File: config.mk
export PLATFORM = sky130hd
export DESIGN_NAME = demux_dispatch_ctrl
export DESIGN_NICKNAME = d
export VERILOG_FILES = /design/src/rtl/demux_pkg.sv /design/src/rtl/demux_rr_ptr.sv /design/src/rtl/demux_dispatch_ctrl.sv
export SDC_FILE = /design/constraint.sdc
export NUM_CORES = 1
export LEC_CHECK = 0
export ABC_AREA = 1
export BUFFER_PORTS_ARGS = -buffer_cell sky130_fd_sc_hd__buf_4
export CORE_MARGIN = 3
export CORE_UTILIZATION = 35
export DETAILED_ROUTE_END_ITERATION = 10
export PLACE_DENSITY_LB_ADDON = 0.08
export SLEW_MARGIN = 10
export SYNTH_ARGS = -nofsm -noshare
export SYNTH_HDL_FRONTEND = slang
export SYNTH_SLANG_ARGS = --single-unit
File: constraint.sdc
create_clock -name i_clk -period 1.6 [get_ports i_clk]
set_input_delay 0.16 -clock i_clk [delete_from_list [all_inputs] [get_ports i_clk]]
set_output_delay 0.16 -clock i_clk [all_outputs]
set_load 0.02 [all_outputs]
File: src/rtl/demux_pkg.sv
// rtl/demux_pkg.sv - shared constants and FSM state encoding for the demux dispatch controller
package demux_pkg;

    localparam int DATA_W = 16;
    localparam int SEL_W  = 3;
    localparam int N_OUT  = 1 << SEL_W;

    typedef enum logic [1:0] {
        IDLE  = 2'd0,
        HOLD  = 2'd1,
        STALL = 2'd2
    } state_e;

endpackage

File: src/rtl/demux_rr_ptr.sv
// rtl/demux_rr_ptr.sv - wrapping round-robin lane pointer with advance enable
module demux_rr_ptr #(
    parameter int SEL_W = 3
) (
    input  logic             i_clk,
    input  logic             i_rst,
    input  logic             i_adv,
    output logic [SEL_W-1:0] o_ptr
);

    logic [SEL_W-1:0] ptr_q, ptr_d;

    always_comb begin
        ptr_d = ptr_q;
        if (i_adv) ptr_d = ptr_q + SEL_W'(1);
    end

    always_ff @(posedge i_clk) begin
        if (i_rst) ptr_q <= '0;
        else       ptr_q <= ptr_d;
    end

    assign o_ptr = ptr_q;

endmodule

File: src/rtl/demux_dispatch_ctrl.sv
// rtl/demux_dispatch_ctrl.sv - word hold/dispatch FSM with stall watchdog; DEMUX_DISPATCH_CNT_EN adds per-lane delivery counters
module demux_dispatch_ctrl #(
    parameter int DATA_W    = demux_pkg::DATA_W,
    parameter int SEL_W     = demux_pkg::SEL_W,
    parameter int STALL_LIM = 15
) (
    input  logic                  i_clk,
    input  logic                  i_rst,
    input  logic                  i_mode,
    input  logic [SEL_W-1:0]      i_dest,
    input  logic                  i_valid,
    output logic                  o_ready,
    input  logic [DATA_W-1:0]     i_in,
    output logic [DATA_W-1:0]     o_data,
    output logic [SEL_W-1:0]      o_sel,
    output logic [(1<<SEL_W)-1:0] o_valid,
    input  logic [(1<<SEL_W)-1:0] i_ready,
`ifdef DEMUX_DISPATCH_CNT_EN
    input  logic [SEL_W-1:0]      i_cnt_sel,
    output logic [15:0]           o_cnt,
`endif
    output logic                  o_stall,
    output logic                  o_busy
);

    import demux_pkg::*;

    localparam int         N_OUT = 1 << SEL_W;
    localparam logic [7:0] LIM   = 8'(STALL_LIM);

    state_e              state_q, state_d;
    logic [DATA_W-1:0]   data_q, data_d;
    logic [SEL_W-1:0]    sel_q, sel_d;
    logic [N_OUT-1:0]    valid_q, valid_d;
    logic                stall_q, stall_d;
    logic                busy_q, busy_d;
    logic [7:0]          scnt_q, scnt_d;
    logic [SEL_W-1:0]    rr_ptr;
    logic [SEL_W-1:0]    dest;
    logic                deliver, accept;

    // valid_q is zero in IDLE, so delivery can only happen while a word is held
    assign deliver = valid_q[sel_q] & i_ready[sel_q];
    assign o_ready = (state_q == IDLE) | deliver;
    assign accept  = i_valid & o_ready;
    assign dest    = i_mode ? i_dest : rr_ptr;

    demux_rr_ptr #(.SEL_W(SEL_W)) u_rr_ptr (
        .i_clk (i_clk),
        .i_rst (i_rst),
        .i_adv (accept & ~i_mode),
        .o_ptr (rr_ptr)
    );

    always_comb begin
        state_d = state_q;
        data_d  = data_q;
        sel_d   = sel_q;
        valid_d = valid_q;
        stall_d = stall_q;
        scnt_d  = scnt_q;
        if (accept) begin
            data_d  = i_in;
            sel_d   = dest;
            valid_d = {{(N_OUT-1){1'b0}}, 1'b1} << dest;
        end
        case (state_q)
            IDLE: if (accept) state_d = HOLD;
            HOLD, STALL: begin
                if (deliver) begin
                    scnt_d  = '0;
                    stall_d = 1'b0;
                    if (accept) begin
                        state_d = HOLD;
                    end else begin
                        state_d = IDLE;
                        valid_d = '0;
                    end
                end else begin
                    if (scnt_q != 8'hFF) scnt_d = scnt_q + 8'd1;
                    if (scnt_d >= LIM) begin
                        state_d = STALL;
                        stall_d = 1'b1;
                    end
                end
            end
            default: state_d = IDLE;
        endcase
        busy_d = (state_d != IDLE);
    end

    always_ff @(posedge i_clk) begin
        if (i_rst) begin
            state_q <= IDLE;
            data_q  <= '0;
            sel_q   <= '0;
            valid_q <= '0;
            stall_q <= 1'b0;
            busy_q  <= 1'b0;
            scnt_q  <= '0;
        end else begin
            state_q <= state_d;
            data_q  <= data_d;
            sel_q   <= sel_d;
            valid_q <= valid_d;
            stall_q <= stall_d;
            busy_q  <= busy_d;
            scnt_q  <= scnt_d;
        end
    end

    assign o_data  = data_q;
    assign o_sel   = sel_q;
    assign o_valid = valid_q;
    assign o_stall = stall_q;
    assign o_busy  = busy_q;

`ifdef DEMUX_DISPATCH_CNT_EN
    logic [15:0] cnt_q [N_OUT];
    logic [15:0] cnt_d [N_OUT];

    always_comb begin
        for (int i = 0; i < N_OUT; i++) cnt_d[i] = cnt_q[i];
        if (deliver) cnt_d[sel_q] = cnt_q[sel_q] + 16'd1;
    end

    always_ff @(posedge i_clk) begin
        for (int i = 0; i < N_OUT; i++) begin
            if (i_rst) cnt_q[i] <= '0;
            else       cnt_q[i] <= cnt_d[i];
        end
    end

    assign o_cnt = cnt_q[i_cnt_sel];
`endif

endmodule

==> results of run 1 <==
-- synthesized netlist by cell type, types with 3 or more instances --
cell type  number
clkbuf_1        3
or2_2           3
ha_1            4
dfxtp_1        42
nand3_1        25
a21oi_1        16
nand3_2         9
o21ai_1         8
nand2_2         5
o21ai_0        18
nor2_4          3
nand2_1        57
nor2_1         50
inv_1          25
nand4_1         7
a21oi_2         5
-- report_power, final --
part | internal [mW] | switching, mW | total (mW)
combinational | 0.296 | 0.386 | 0.682
sequential | 1.12 | 0.0544 | 1.17
clock | 0.666 | 0.370 | 1.04
-- worst paths after layout --
path         slack, ns  cells after the start         end  startpoint
max               0.08                     12      o_busy   scnt_q[0]
min                0.1                      3   o_data[1]     i_in[1]
max reg2reg       0.08                     12      o_busy   scnt_q[0]
min reg2reg       0.48                      2  o_data[14]  o_data[14]
-- layer usage --
layer | routed length (µm) | vias up | GRT usage (%) | share of wire [%]
li1 | - | 1132 | - | -
met1 | 2700 | 973 | 20.6 | 47
met2 | 2780 | 31 | 26.3 | 49
met3 | 172 | 7 | 2.72 | 3.0
met4 | 82 | 0 | 5.61 | 1.4
met5 | 0 | - | 0 | 0
-- sequential cells by signal (all words and copies together), names as in the netlist --
name,count
o_busy,1
o_data,16
o_sel,3
o_stall,1
o_valid,8
scnt_q,8
state_q,2
u_rr_ptr.o_ptr,3
-- timing repair --
action / in CTS / in global routing
endpoints found under the setup margin: 20 / 32
setup buffers: 1 / 2
cloned: 0 / 1
gates resized for setup: 7 / 23
pin swaps: 2 / 10
hold endpoints to repair: 0 / 0
-- stage by stage --
stage | setup TNS, ns | cell area (µm²) | setup WS, ns | hold WS, ns | power [mW]
5_1_grt | -0.103 | 3070 | -0.0433 | 0.101 | 3.04
3_3_place_gp | -0.631 | 2820 | -0.0462 | 0.394 | 1.84
2_1_floorplan | 0 | 2190 | 0.0150 | 0.306 | 1.60
3_5_place_dp | -0.618 | 2820 | -0.0516 | 0.404 | 1.85
4_1_cts | 0 | 2970 | 0.0184 | 0.0904 | 2.90
6_report | 0 | 3070 | 0.0850 | 0.0969 | 2.89
-- worst register-to-register path, stage by stage, from the launching register on --
cell	delay (ns)
dfxtp_4	0.39
ha_4	0.16
nand2_4	0.06
nor2_4	0.16
nand2_4	0.09
nand2_2	0.08
nand2_1	0.05
nor2_1	0.09
nand2_1	0.08
nand2_2	0.08
o21ai_2	0.05
nand2_1	0.07
nand2_1	0.05
-- layout make-up --
type | instances | area, µm² | area share (%)
multi-input combinational | 220 | 1210 | 39.6
tap | 75 | 93.8 | 3.06
clock inverter | 2 | 60.1 | 1.96
sequential | 42 | 862 | 28.1
clock buffer | 6 | 82.6 | 2.69
timing repair buffer | 82 | 636 | 20.7
inverter | 29 | 121 | 3.95
-- kinds of logic (layout without fill, tap and decap cells) --
kind of cell | after synthesis | in the layout | share of synthesized area (%)
AOI/OAI and AO/OA | 49 | 49 | 12.3
xor gates and xnor gates | 2 | 2 | 0.798
adders and majority gates | 4 | 4 | 2.28
buffers and inverters | 38 | 119 | 9.18
DFF | 42 | 42 | 38.3
and+or+nand+nor | 164 | 165 | 37.1
==> metrics.md, run 1 <==
| Metric | Value |
|---|---|
| Status | finished, final reports clean |
| Synthesized flop and latch total | 42 |
| Fin cells | 456 |
| Worst Tran Pin Value | ~0.32 ns |
| CP Capture Type | flip-flop |
| Fmax | approximately 0.66 GHz |
| # IOs | 61 |
| Setup violators final | 0 |
| Post-synth EDFFs | 0 |
| Family with the most delay on the worst path | simple AND/OR/NAND/NOR gates |
| WL final | between 5 and 6 mm |
| Drt first pass iters | 4 |
| Post-Syn Area per Cell | approximately 7.3 µm² |
| Core area | approximately 6000 µm² |
| DR vias | about 2100 |
| # diodes | 0 |
| Clk buf depth | 2 |
| Initial Util | a little over a third |
| Cell Pwr Density | 941 nW/µm² |
| Crit path max fanout | 6 |
| Hold-fix buffer count after cts | 0 |
| # fillers | around 620 |
| Largest net degree at the start of global routing | 34 |
| Worst path slowest cell | dfxtp_4 |
| Cell mode on critical path | nand2_1 |
| Slew HR | a little under 80% |
| Synth area leaders | dfxtp_1 (38%), nand2_1 (9.7%), nor2_1 (8.6%) |
| # DRC | 0 |
| CTS sink cnt | 42 |
| DRT iter0 DRCs | between 70 and 80 |
| Final hold violations | 0 |
| Vias in the first global route | 2070 |
| Htree depth | 2 |
| CP startpoint kind | flip-flop |
| Fin crit period | between 1.5 and 2 ns |
| Inst Count DP | 445 |
| Slew Viols, Final | 0 |
| Maximum vdd drop | between 0.5 and 0.6 mV |
| Clock tree from TritonCTS | built |
| Avg Vias per Cell | about 4.7 |
| IO buf count | 60 |
| P&R area growth vs syn | 39.9% |
| Global route total overflow | 0 |
| Arrival @ worst endpoint | roughly 1.7 ns |
| Chip height | 85.2 µm |
| Max-Cap Viols | 0 |
| Worst endpoint required time | 1.80 ns |
| Clock slew at reported path FFs | around 0.08 ns |
| GRT Util Overall | between 10% and 20% |
| CTS Root Cell | clkbuf_8 |
| Row cnt | 28 |
| # nets final | approximately 420 |
| Most frequent cells in the layout | buf_4 (79), nand2_1 (55), nor2_1 (48), dfxtp_1 (35), inv_1 (24) |
| WP buf/inv | 0 |
| Antenna viol nets, final | 0 |
| Total CTS buffers | 5 |
| Final HPWL DP | 4.12 mm |
| Main synth FF type | dfxtp_1 |
| Net Count, Synth | ~330 |
| Type of the worst setup path | flip-flop to flip-flop |
| Ordered list of cells on the worst path | ha_4, nand2_4, nor2_4, nand2_4, nand2_2, nand2_1, nor2_1, nand2_1, nand2_2, o21ai_2, nand2_1, nand2_1 |
| Util after Layout | 51.3% |
| Skew final | approximately 0.0064 ns |
| Synth Instances | approximately 300 |
| Static Leak | around 1.4 nW |
| Commonest non-fill, non-tap cell in the layout | buf_4 |
| Final Wtd Congestion | between 0.8 and 0.9 |
| Final worst-path cycle share | 94.7% |
| Async S/R FF share, synth | 0% |
| RSZ-0062 raised after global routing | yes |
| Antenna violations before repair | 0 |
| Worst-Skew Late Latency | ~0.29 ns |
| Yosys cell types | 32 |
| Max stage delay on crit path | ~0.39 ns |
| Post-DR wirelength/cell | 12.6 µm |
| Synth Warn # | 0 |
| Netlist Area Pre-Place | between 2000 and 2500 µm² |
| Synth area leader | dfxtp_1 |
| First-pass GRT wire length | 9.36 mm |
| Worst hold path class | input pin to flip-flop |
| Top cell type's share of synthesized area | between 30% and 40% |
| Seq/Total Area, Yosys | a little under two fifths |
| Die width | 85.2 µm |
| Share of layout cells above drive strength 1 | between 30 and 40% |
| Die area | slightly above 7000 µm² |
Power figures use the tool's default switching activity.
==> inputs of run 2 (changes only) <==
Settings changed: CORE_UTILIZATION 35 to 30.
Clock period 1.6 ns to 1.7 ns, I/O delays scaled along.
==> metrics.md, run 2 (same netlist as run 1, synthesis figures left out) <==
| Metric | Value |
|---|---|
| CTS Root Cell | clkbuf_8 |
| Combinational Power Share | 24.0% |
| Worst Tran Pin Value | around 0.36 ns |
| Worst-Skew Late Latency | roughly 0.29 ns |
| Slew HR | approximately 76% |
| # IOs | 61 |
| CP startpoint | o_sel[0] |
| Row cnt | 30 |
| Total CTS buffers | 5 |
| Post-DR wirelength/cell | about 12 µm |
| Total negative slack | 0 ns |
| Final HPWL DP | about 4.1 mm |
| Vias in the first global route | between 1500 and 2000 |
| Avg Vias per Cell | between 4 and 5 |
| WL final | 5.58 mm |
| Most frequent cells in the layout | buf_4 (69), nand2_1 (57), nor2_1 (49), dfxtp_1 (36), inv_1 (25) |
| Fin crit period | about 1.6 ns |
| Die width | a little over 90 µm |
| Seq pwr share | ~44% |
| CP startpoint kind | flip-flop |
| Min-delay src | i_in[5] |
| Clock tree from TritonCTS | built |
| Core area | 6940 µm² |
| P_int | between 1.5 and 2 mW |
| Pre-CTS setup slack | -0.0329 ns |
| Status | finished, final reports clean |
| Max-Cap Viols | 0 |
| Antenna violations before repair | 0 |
| GRT Util Overall | a little over an eighth |
| IO buf count | 60 |
| Type of the worst setup path | flip-flop to primary output |
| Worst endpoint required time | 1.53 ns |
| Fin cells | ~460 |
| CP Capture Type | primary output |
| Final Wtd Congestion | around 0.80 |
| Die area | 8380 µm² |
| Commonest non-fill, non-tap cell in the layout | buf_4 |
| Net Sw Frac | approximately 29% |
| Antenna viol nets, final | 0 |
| Largest net degree at the start of global routing | 34 |
| Largest register FFs | 16 |
| Final hold violations | 0 |
| Skew final | between 0.004 and 0.005 ns |
| Hold Crit Depth | 3 |
| Global route total overflow | 0 |
| Clock power frac | between 30 and 40% |
| Arrival @ worst endpoint | roughly 1.4 ns |
| Crit path max fanout | 11 |
| # diodes | 0 |
| Inst Count DP | around 460 |
| Clk buf depth | 2 |
| Final worst-path cycle share | between 90% and 100% |
| P&R area growth vs syn | 33.1% |
| Htree depth | 2 |
| # nets final | 403 |
| First-pass GRT wire length | between 9 and 10 mm |
| DR vias | between 2000 and 2500 |
| # fillers | 750 |
| CTS sink cnt | 42 |
| # DRC | 0 |
| Clock slew at reported path FFs | 0.08 ns |
| Initial Util | between 30% and 40% |
| Static Leak | 1.33 nW |
| Share of layout cells above drive strength 1 | approximately 33% |
| Drt first pass iters | 4 |
| Fmax | between 0.6 and 0.7 GHz |
| R2r startpoint | scnt_q[0] |
| Worst hold path class | input pin to flip-flop |
| Maximum vdd drop | 0.310 mV |
| Switch Pwr | ~0.74 mW |
| Chip height | between 90 and 100 µm |
| DRT iter0 DRCs | between 70 and 80 |
| Worst reg-to-reg path cell count | 12 |
| Setup violators final | 0 |
| Hold_ws | 0.112 ns |
| Slew Viols, Final | 0 |
| Cell Pwr Density | around 860 nW/µm² |
| Util after Layout | a little over two fifths |
| Hold-fix buffer count after cts | 0 |
| Final worst slack | a little over 0.1 ns |
| RSZ-0062 raised after global routing | yes |
run 2: changes by cell type in the layout (fill, tap and decap cells not counted), moves of 2 or more:
cell     previous run  this run
nand3_1            21        24
nand2_1            55        57
dfxtp_4             5         3
nand3_2            13        10
buf_4              79        69
run 2: path summary, 6_finish.rpt:
check,to,slack [ns]
max,o_ready,0.10
min,o_data[5],0.11
max reg2reg,o_busy,0.14
min reg2reg,o_stall,0.48
run 2: routing by layer:
layer	track usage (%)	part of all wire, %	vias to the layer above
li1	-	-	1108
met1	16.8	46	959
met2	22.9	49	30
met3	2.90	3.2	7
met4	4.52	1.2	0
met5	0	0	-
run 2: cell type report:
cell class	count	area, µm²	share of cell area (%)
timing repair buffer	70	529	18.1
clock buffer	6	82.6	2.83
tap	96	120	4.11
multi-input combinational	220	1180	40.5
sequential	42	856	29.3
clock inverter	1	30.0	1.03
inverter	29	119	4.07
run 2: worst max-delay path: stages (launching register included):
cell	delay (ns)
dfxtp_4	0.38
inv_4	0.08
nand3_1	0.06
nand3_1	0.10
nand3_2	0.10
nand2_4	0.11
inv_4	0.05
nand2_8	0.11
buf_6	0.13
run 2: what timing repair did:
item                                    4_1_cts  5_1_grt
endpoints found under the setup margin       17       25
cloned                                        0        1
gates resized for setup                       1       14
pin swaps                                     0        3
buffers inserted                              0        0
hold endpoints to repair                      0        0
run 2: power groups by stage:
stage / clock, mW / combinational (mW) / sequential, mW
6_report: 0.805 / 0.603 / 1.11
5_1_grt: 0.874 / 0.671 / 1.12
4_1_cts: 0.841 / 0.597 / 1.10
3_5_place_dp: 0 / 0.595 / 1.13
3_3_place_gp: 0 / 0.596 / 1.13
2_1_floorplan: 0 / 0.310 / 1.19
run 2: through the flow:
step | instance area [µm²] | power [mW]
6_report | 2920 | 2.51
5_1_grt | 2920 | 2.66
4_1_cts | 2870 | 2.54
3_5_place_dp | 2760 | 1.72
3_3_place_gp | 2760 | 1.72
2_1_floorplan | 2190 | 1.50
==> inputs of run 3 (changes only) <==
Settings changed: REMOVE_ABC_BUFFERS set to 1.
Clock period 1.7 ns to 1.8 ns, I/O delays scaled along.
==> metrics.md, run 3 (same netlist as run 1, synthesis figures left out) <==
| Metric | Value |
|---|---|
| Status | finished, final reports clean |
| Final worst-path cycle share | between 90% and 100% |
| Worst reg-to-reg path cell count | 12 |
| DRT iter0 DRCs | 43 |
| Largest register FFs | 16 |
| Row cnt | 30 |
| CP startpoint kind | flip-flop |
| Max stage delay on crit path | 0.37 ns |
| Clock tree from TritonCTS | built |
| # IOs | 61 |
| CTS sink cnt | 42 |
| Type of the worst setup path | flip-flop to primary output |
| GRT Util Overall | between 10% and 20% |
| Final hold violations | 0 |
| Final HPWL DP | around 4.2 mm |
| Slew Viols, Final | 0 |
| Setup violators final | 0 |
| Ordered list of cells on the worst path | inv_2, nand3_1, nand3_2, nand3_2, nand2_4, inv_4, nand2_8, buf_4 |
| Worst Tran Pin Value | approximately 0.35 ns |
| Slew HR | 76.1% |
| Initial Util | 31.6% |
| Total CTS buffers | 5 |
| Fmax | between 0.6 and 0.7 GHz |
| Clock slew at reported path FFs | about 0.08 ns |
| Arrival @ worst endpoint | 1.48 ns |
| First-pass GRT wire length | around 9 mm |
| Fin crit period | about 1.7 ns |
| Worst-Skew Late Latency | between 0.2 and 0.3 ns |
| DR vias | approximately 2100 |
| Die area | 8380 µm² |
| Hold-fix buffer count after cts | 0 |
| Avg Vias per Cell | about 4.5 |
| Final non-filler cell area | about 2900 µm² |
| Clk buf depth | 2 |
| Crit path max fanout | 10 |
| Post-place instance area | roughly 2700 µm² |
| CTS Root Cell | clkbuf_8 |
| Worst hold path class | input pin to flip-flop |
| # diodes | 0 |
| Chip height | approximately 90 µm |
| Commonest non-fill, non-tap cell in the layout | buf_4 |
| Share of layout cells above drive strength 1 | between 20 and 30% |
| Final Wtd Congestion | approximately 0.84 |
| Skew final | ~0.011 ns |
| Cell mode on critical path | nand3_2 |
| Maximum vdd drop | a little over 0.3 mV |
| # nets final | approximately 400 |
| Pre-CTS setup slack | around 0.039 ns |
| RSZ-0062 raised after global routing | no |
| # DRC | 0 |
| Total negative slack | 0 ns |
| Htree depth | 2 |
| Cell Pwr Density | 821 nW/µm² |
| Final worst slack | around 0.14 ns |
| Antenna viol nets, final | 0 |
| CP Capture Type | primary output |
| Worst path slowest cell | dfxtp_4 |
| P&R area growth vs syn | 30.2% |
| Antenna violations before repair | 0 |
| Util after Layout | between 40% and 50% |
| Hold Crit Depth | 3 |
| IO buf count | 60 |
| Most frequent cells in the layout | buf_4 (67), nand2_1 (57), nor2_1 (50), dfxtp_1 (41), inv_1 (25) |
| Total Power | roughly 2.3 mW |
| WL final | 5.42 mm |
| Global route total overflow | 0 |
| Drt first pass iters | 4 |
| Vias in the first global route | just under 2000 |
| Worst endpoint required time | between 1.5 and 2 ns |
| Largest net degree at the start of global routing | 34 |
| Post-DR wirelength/cell | between 10 and 15 µm |
| Die width | just over 90 µm |
| Static Leak | approximately 1.3 nW |
| Core area | 6940 µm² |
| Max-Cap Viols | 0 |
## run 3: cell count changes in the layout (fill, tap and decap cells not counted), moves of 2 or more
| cell | change |
|---|---|
| buf_4 | -2 |
| dfxtp_2 | -3 |
| dfxtp_1 | +5 |
| dfxtp_4 | -2 |
## run 3: critical path, delay by kind of cell (launching register included)
family / cells / cell delay, ns
flops: 1 / 0.37
simple gates: 5 / 0.50
buf+inv: 3 / 0.31
## run 3: through the flow
stage	std cells	hold slack, ns
3_5_place_dp	453	0.425
4_1_cts	460	0.118
6_report	460	0.127
3_3_place_gp	453	0.415
2_1_floorplan	290	0.242
5_1_grt	460	0.129
## run 3: metal layers
metal / wire length (µm) / vias to the layer above / global-route usage [%]
li1: - / 1099 / -
met1: 2570 / 916 / 16.7
met2: 2600 / 39 / 22.7
met3: 208 / 5 / 2.90
met4: 38 / 0 / 3.39
met5: 0 / - / 0
## run 3: where the power goes
part	leakage (nW)	switching, mW	internal (mW)
Combinational	0.898	0.323	0.221
Clock	0.0573	0.314	0.444
Sequential	0.345	0.0457	0.996
Total	1.30	0.683	1.66
## run 3: repair_timing
| item | 4_1_cts | 5_1_grt |
|---|---|---|
| resized for setup | 1 | 3 |
| cloned | 0 | 0 |
| setup endpoints to repair | 1 | 14 |
| setup buffers | 0 | 0 |
## run 3: layout make-up
| cell class | count | area (µm²) |
|---|---|---|
| Clock buffer | 6 | 82.6 |
| Clock inverter | 1 | 30.0 |
| Fill cell | 751 | 4090 |
| Inverter | 29 | 119 |
| Multi-Input combinational cell | 219 | 1160 |
| Sequential cell | 42 | 845 |
| Tap cell | 96 | 120 |
| Timing Repair Buffer | 67 | 503 |
## run 3: worst paths after layout
kind / startpoint / endpoint / slack, ns
min reg2reg: o_stall / o_stall / 0.48
max: o_sel[0] / o_ready / 0.14
max reg2reg: scnt_q[0] / o_busy / 0.22
min: i_in[0] / o_data[0] / 0.13
